===== config.mk =====
export PLATFORM = sky130hd
export DESIGN_NAME = pong_input_ctrl
export DESIGN_NICKNAME = d
export VERILOG_FILES = /design/src/rtl/pong_pkg.sv /design/src/rtl/pong_debounce.sv /design/src/rtl/pong_input_ctrl.sv
export SDC_FILE = /design/constraint.sdc
export NUM_CORES = 1
export LEC_CHECK = 0
export CAP_MARGIN = 10
export CELL_PAD_IN_SITES_DETAIL_PLACEMENT = 2
export CELL_PAD_IN_SITES_GLOBAL_PLACEMENT = 2
export CORE_UTILIZATION = 42
export CTS_CLUSTER_SIZE = 14
export DETAILED_ROUTE_END_ITERATION = 12
export PLACE_DENSITY_LB_ADDON = 0.05
export SYNTH_ARGS = -nofsm -noshare
export SYNTH_HDL_FRONTEND = slang
export SYNTH_HIERARCHICAL = 1
export SYNTH_SLANG_ARGS = --single-unit

===== constraint.sdc =====
create_clock -name clk -period 3.78 [get_ports clk]
set_input_delay 0.567 -clock clk [delete_from_list [all_inputs] [get_ports clk]]
set_output_delay 0.567 -clock clk [all_outputs]
set_load 0.01 [all_outputs]

===== src/rtl/pong_pkg.sv =====
// Shared constants for the pong input-conditioning path: button indices
// into the four-bit button vectors and the button count.
package pong_pkg;

    localparam int NUM_BTN   = 4;

    localparam int BTN_P1_UP = 0;
    localparam int BTN_P1_DN = 1;
    localparam int BTN_P2_UP = 2;
    localparam int BTN_P2_DN = 3;

endpackage : pong_pkg


===== src/rtl/pong_debounce.sv =====
// One-bit button conditioner: two-flop synchroniser, consecutive-difference
// debounce counter, debounced level and a one-cycle rising-edge pulse.
module pong_debounce #(
    parameter int DEBOUNCE_CYCLES = 250000,
    parameter int CNT_W           = 18
) (
    input  logic clk,
    input  logic rst,
    input  logic btn_in,
    output logic btn_db,
    output logic btn_press
);

    // Count value on which the stable level is allowed to flip.
    localparam logic [CNT_W-1:0] CNT_LAST = CNT_W'(DEBOUNCE_CYCLES - 1);

    logic             r_sync1;
    logic             r_sync2;
    logic [CNT_W-1:0] r_cnt;
    logic             r_db;
    logic             r_press;

    // Two-flop chain bringing the asynchronous button into the clock domain.
    always_ff @(posedge clk or posedge rst) begin
        if (rst) begin
            r_sync1 <= 1'b0;
            r_sync2 <= 1'b0;
        end else begin
            r_sync1 <= btn_in;
            r_sync2 <= r_sync1;
        end
    end

    // Stable level flips only after DEBOUNCE_CYCLES consecutive differing
    // samples; any sample matching the stable level restarts the count.
    always_ff @(posedge clk or posedge rst) begin
        if (rst) begin
            r_cnt   <= '0;
            r_db    <= 1'b0;
            r_press <= 1'b0;
        end else begin
            r_press <= 1'b0;
            if (r_sync2 == r_db) begin
                r_cnt <= '0;
            end else if (r_cnt == CNT_LAST) begin
                r_cnt   <= '0;
                r_db    <= r_sync2;
                r_press <= r_sync2;
            end else begin
                r_cnt <= r_cnt + 1'b1;
            end
        end
    end

    assign btn_db    = r_db;
    assign btn_press = r_press;

endmodule : pong_debounce


===== src/rtl/pong_input_ctrl.sv =====
// Input conditioning ahead of the pong core: debounces the four player
// buttons and moves two saturating paddle positions once per frame.
module pong_input_ctrl
    import pong_pkg::*;
#(
    parameter int DEBOUNCE_CYCLES = 250000,
    parameter int CNT_W           = 18,
    parameter int PY_W            = 9,
    parameter int PADDLE_MAX      = 400,
    parameter int PADDLE_STEP     = 4
) (
    input  logic                clk,
    input  logic                rst,
    input  logic [NUM_BTN-1:0]  btn_in,
    input  logic                frame_tick,
    output logic [NUM_BTN-1:0]  btn_db,
    output logic [NUM_BTN-1:0]  btn_press,
    output logic [PY_W-1:0]     paddle1_y,
    output logic [PY_W-1:0]     paddle2_y
);

    localparam logic [PY_W-1:0] PADDLE_RST = PY_W'(PADDLE_MAX / 2);
    localparam logic [PY_W:0]   W_STEP     = (PY_W+1)'(PADDLE_STEP);
    localparam logic [PY_W:0]   W_MAX      = (PY_W+1)'(PADDLE_MAX);

    logic [NUM_BTN-1:0] w_db;
    logic [NUM_BTN-1:0] w_press;
    logic [PY_W-1:0]    r_paddle1;
    logic [PY_W-1:0]    r_paddle2;

    // Next paddle position: one step up or down, clamped to [0, PADDLE_MAX].
    // The extra bit keeps y+step from wrapping before the clamp compare.
    function automatic logic [PY_W-1:0] paddle_next(
        input logic [PY_W-1:0] y,
        input logic            up,
        input logic            dn
    );
        logic [PY_W:0] w_y;
        logic [PY_W:0] w_sum;
        w_y   = {1'b0, y};
        w_sum = w_y + W_STEP;
        paddle_next = y;
        if (up && !dn) begin
            paddle_next = (w_y < W_STEP) ? '0 : PY_W'(w_y - W_STEP);
        end else if (dn && !up) begin
            paddle_next = (w_sum > W_MAX) ? PY_W'(W_MAX) : PY_W'(w_sum);
        end
    endfunction

    for (genvar gi = 0; gi < NUM_BTN; gi++) begin : g_btn
        pong_debounce #(
            .DEBOUNCE_CYCLES (DEBOUNCE_CYCLES),
            .CNT_W           (CNT_W)
        ) u_db (
            .clk       (clk),
            .rst       (rst),
            .btn_in    (btn_in[gi]),
            .btn_db    (w_db[gi]),
            .btn_press (w_press[gi])
        );
    end

    // Paddles move only on frame_tick, using the registered (pre-update)
    // debounced levels, so a level changing on the same edge is not seen yet.
    always_ff @(posedge clk or posedge rst) begin
        if (rst) begin
            r_paddle1 <= PADDLE_RST;
            r_paddle2 <= PADDLE_RST;
        end else if (frame_tick) begin
            r_paddle1 <= paddle_next(r_paddle1, w_db[BTN_P1_UP], w_db[BTN_P1_DN]);
            r_paddle2 <= paddle_next(r_paddle2, w_db[BTN_P2_UP], w_db[BTN_P2_DN]);
        end
    end

    assign btn_db    = w_db;
    assign btn_press = w_press;
    assign paddle1_y = r_paddle1;
    assign paddle2_y = r_paddle2;

endmodule : pong_input_ctrl

==> results.cfg <==
[clock_tree]
post_cts_resized = 0
clock_latency_ns = 0.36
tritoncts = done
numCtsBuffers = 9
htree_levels = 3
postCtsHoldBufs = 0
clk_pin_slew_ns = 0.07
post_cts_buffers = 0
root_buffer = clkbuf_16
clockBufferDepth = 2
cts.sinks = 102

[global_routing]
track_usage = 0.2348
antenna_found_initial = 0
grt_pass1_wl_mm = 25.94
grt-ovfl-total = 0
grt_max_degree = 23
grt_pass1_vias = 5026

[critical_path]
reg2reg_to = g_btn[0].u_db/r_cnt[3]
worst-path-max-fanout = 17
cp_cell_sequence = ha_1 -> nand4_1 -> o41ai_4 -> nor2_1
slowest_stage = o41ai_4
r2r_setup_slack_ns = 1.37
cp.required_ns = 3.98
worstSetupPathType = register to register
reg2reg_from = g_btn[0].u_db/r_cnt[0]
crit_arrival_ns = 2.60
critPathLaunchType = register
cpPeakStageDelay_ns = 1.05
setup.worst_path.end = g_btn[0].u_db/r_cnt[3]
cp-end-kind = register
startpoint = g_btn[0].u_db/r_cnt[0]
reg2reg_depth = 4

[final_layout]
n_antenna_cell = 0
mostFrequentLayoutCells = dfrtp_1, nor2_1, xnor2_1
ff_latch_area_um2 = 2560
drive_above_1_share = 0.09951
syn_to_final_growth_pct = 12.35
fill_cells = 1439
multi_input_area_um2 = 2878
fin_util = 0.4831
layout.cells.most_common = dfrtp_1
final_net_count = 625

[floorplanning]
die_w_um = 118.2
num_io_pins = 33
core-area_um2 = 13190
rows = 42
dieArea_um2 = 13970
die_h_um = 118.2
start_util = 0.4300

[timing]
setup_viol = 0
slew_headroom = 0.3365
fmax_mhz = 415.5
tns_ns = 0
finalCritPeriodShare = 0.6367
finalCriticalPeriod_ns = 2.407
finalHoldViolations = 0
fin_skew_ns = 0.005118
timing.final.max_slew_violations = 0
tightest_slew_ns = 0.9919
rsz0062_at_grt = false

[job]
maxCapViolations = 0

[placement]
place_congestion = 0.8338
portBuffers = 28
detailedPlacementHpwl_mm = 10.69

[synthesis]
synthAdderAreaFrac = 0.02206
ys_ff_latch = 102
yosysSeqAreaShare = 0.4514
yosysUniqueCellTypes = 63
synth_area_per_cell_um2 = 9.581
synth_compound_area_frac = 0.1138
synth-xor-area-share = 0.09574
netlist_area_um2 = 5672
synth_ff_type = dfrtp_1
ys.warnings.count = 6
syn_inst = 592
synthArstFlopShare = 1.000
yosys-mux-area-fraction = 0.01787
synth-simple-area-share = 0.2552
synth_edf_count = 0
synth_top_family_by_area = simple AND/OR/NAND/NOR gates

[power]
p_leak_uw = 0.002541
p_clk_frac = 0.462
vdd_drop_max_v = 0.0002412
seqPwrFrac = 0.493
intPower_uw = 1757
powerDensity_nw_per_um2 = 360.3
switching_share = 0.2350
p_comb_frac = 0.045
p_switching_uw = 539.5

[routing]
dr.first_iter.drc_count = 112
wl_per_cell_um = 19.17
wl_met1_mm = 6.537
vias = 4539
wl_mm = 15.13
drc_errors = 0
detail-route-antenna-nets = 0
topRoutingLayerUsed = met4
wl_met2_mm = 8.044
first_pass_iters = 4
route.met3.wl_um = 375
via_per_inst = 5.753

[run_status]
status = completed

[min_path]
min_from = g_btn[0].u_db/r_sync1
min_path_type = register to register
## state kept, by name, indices dropped and copies added (netlist names)
register	flops
g_btn.u_db/r_sync2	4
g_btn.u_db/r_sync1	4
g_btn.u_db/btn_press	4
paddle2_y	7
g_btn.u_db/r_cnt	72
paddle1_y	7
g_btn.u_db/btn_db	4
## layout make-up
cell class / count / share of cell area
Timing Repair Buffer: 28 / 0.04398
Tap cell: 176 / 0.03456
Sequential cell: 102 / 0.4017
Inverter: 26 / 0.01532
Clock inverter: 6 / 0.01532
Clock buffer: 10 / 0.03750
Multi-Input combinational cell: 441 / 0.4516
## through the flow
step	total power [µW]	std cells	worst slack (ns)	hold slack, ns	cell area (µm²)
floorplan	1222	595	1.910	0.3312	5683
global placement	1250	773	1.556	0.3320	6036
detailed placement	1257	773	1.395	0.3372	6036
CTS	2330	789	1.355	0.3551	6372
global route	2379	789	1.227	0.3593	6372
finish	2296	789	1.373	0.3523	6372
## power groups by stage
stage / Clock (µW) / Combinational [µW] / Sequential, µW
CTS: 1090 / 106 / 1130
floorplan: 0 / 76.2 / 1150
global route: 1130 / 116 / 1140
global placement: 0 / 99.2 / 1150
finish: 1060 / 102 / 1130
detailed placement: 0 / 104 / 1150
## worst max-delay path: cells and delay by family (launching register included)
kind	cells	cell delay, ns
compound gates	1	1.05
simple gates	2	0.55
flops	1	0.40
fa+ha+maj	1	0.25
## synth_stat cells (4+ instances only)
| cell type | count | area share |
|---|---|---|
| mux2_4 | 4 | 0.011 |
| clkbuf_1 | 9 | 0.0060 |
| o21ai_1 | 4 | 0.0035 |
| buf_4 | 9 | 0.012 |
| or2_2 | 7 | 0.0077 |
| o21ai_0 | 15 | 0.013 |
| dfrtp_1 | 96 | 0.42 |
| nand2b_1 | 6 | 0.0066 |
| nor2_1 | 84 | 0.056 |
| nor4_1 | 18 | 0.020 |
| ha_1 | 10 | 0.022 |
| xnor2_1 | 39 | 0.060 |
| o41ai_4 | 4 | 0.019 |
| or4_4 | 7 | 0.014 |
| or3_1 | 10 | 0.011 |
| nor3b_1 | 5 | 0.0066 |
| nand4_1 | 27 | 0.030 |
| a21oi_1 | 21 | 0.019 |
| nand2_1 | 35 | 0.023 |
| or4_1 | 8 | 0.011 |
| buf_2 | 7 | 0.0062 |
| xor2_1 | 23 | 0.036 |
| inv_1 | 26 | 0.017 |
| nor3_1 | 19 | 0.017 |
| nand3_1 | 28 | 0.025 |
| o31ai_1 | 8 | 0.011 |
| and3_2 | 5 | 0.0066 |
| dfstp_2 | 6 | 0.028 |
## cells by family after synthesis
logic type      after synthesis
mux                           8
simple gates                273
compound gates               84
other cells                   1
buf+inv                      52
flops                       102
xor+xnor                     62
fa+ha+maj                    10
## routing by layer
layer	GRT usage	up-vias
li1	-	2136
met1	0.2742	2348
met2	0.4272	41
met3	0.05164	14
met4	0.07051	0
met5	0	-
## how the worst min path moves through the flow
stage                            endpoint  cells after the start
CTS                 g_btn[0].u_db/r_sync2                      0
global placement    g_btn[3].u_db/r_sync2                      0
floorplan           g_btn[0].u_db/r_sync2                      0
global route        g_btn[3].u_db/r_sync2                      0
finish              g_btn[0].u_db/r_sync2                      0
detailed placement  g_btn[0].u_db/r_sync2                      0
Note: power is estimated with default switching activity, not from simulation.
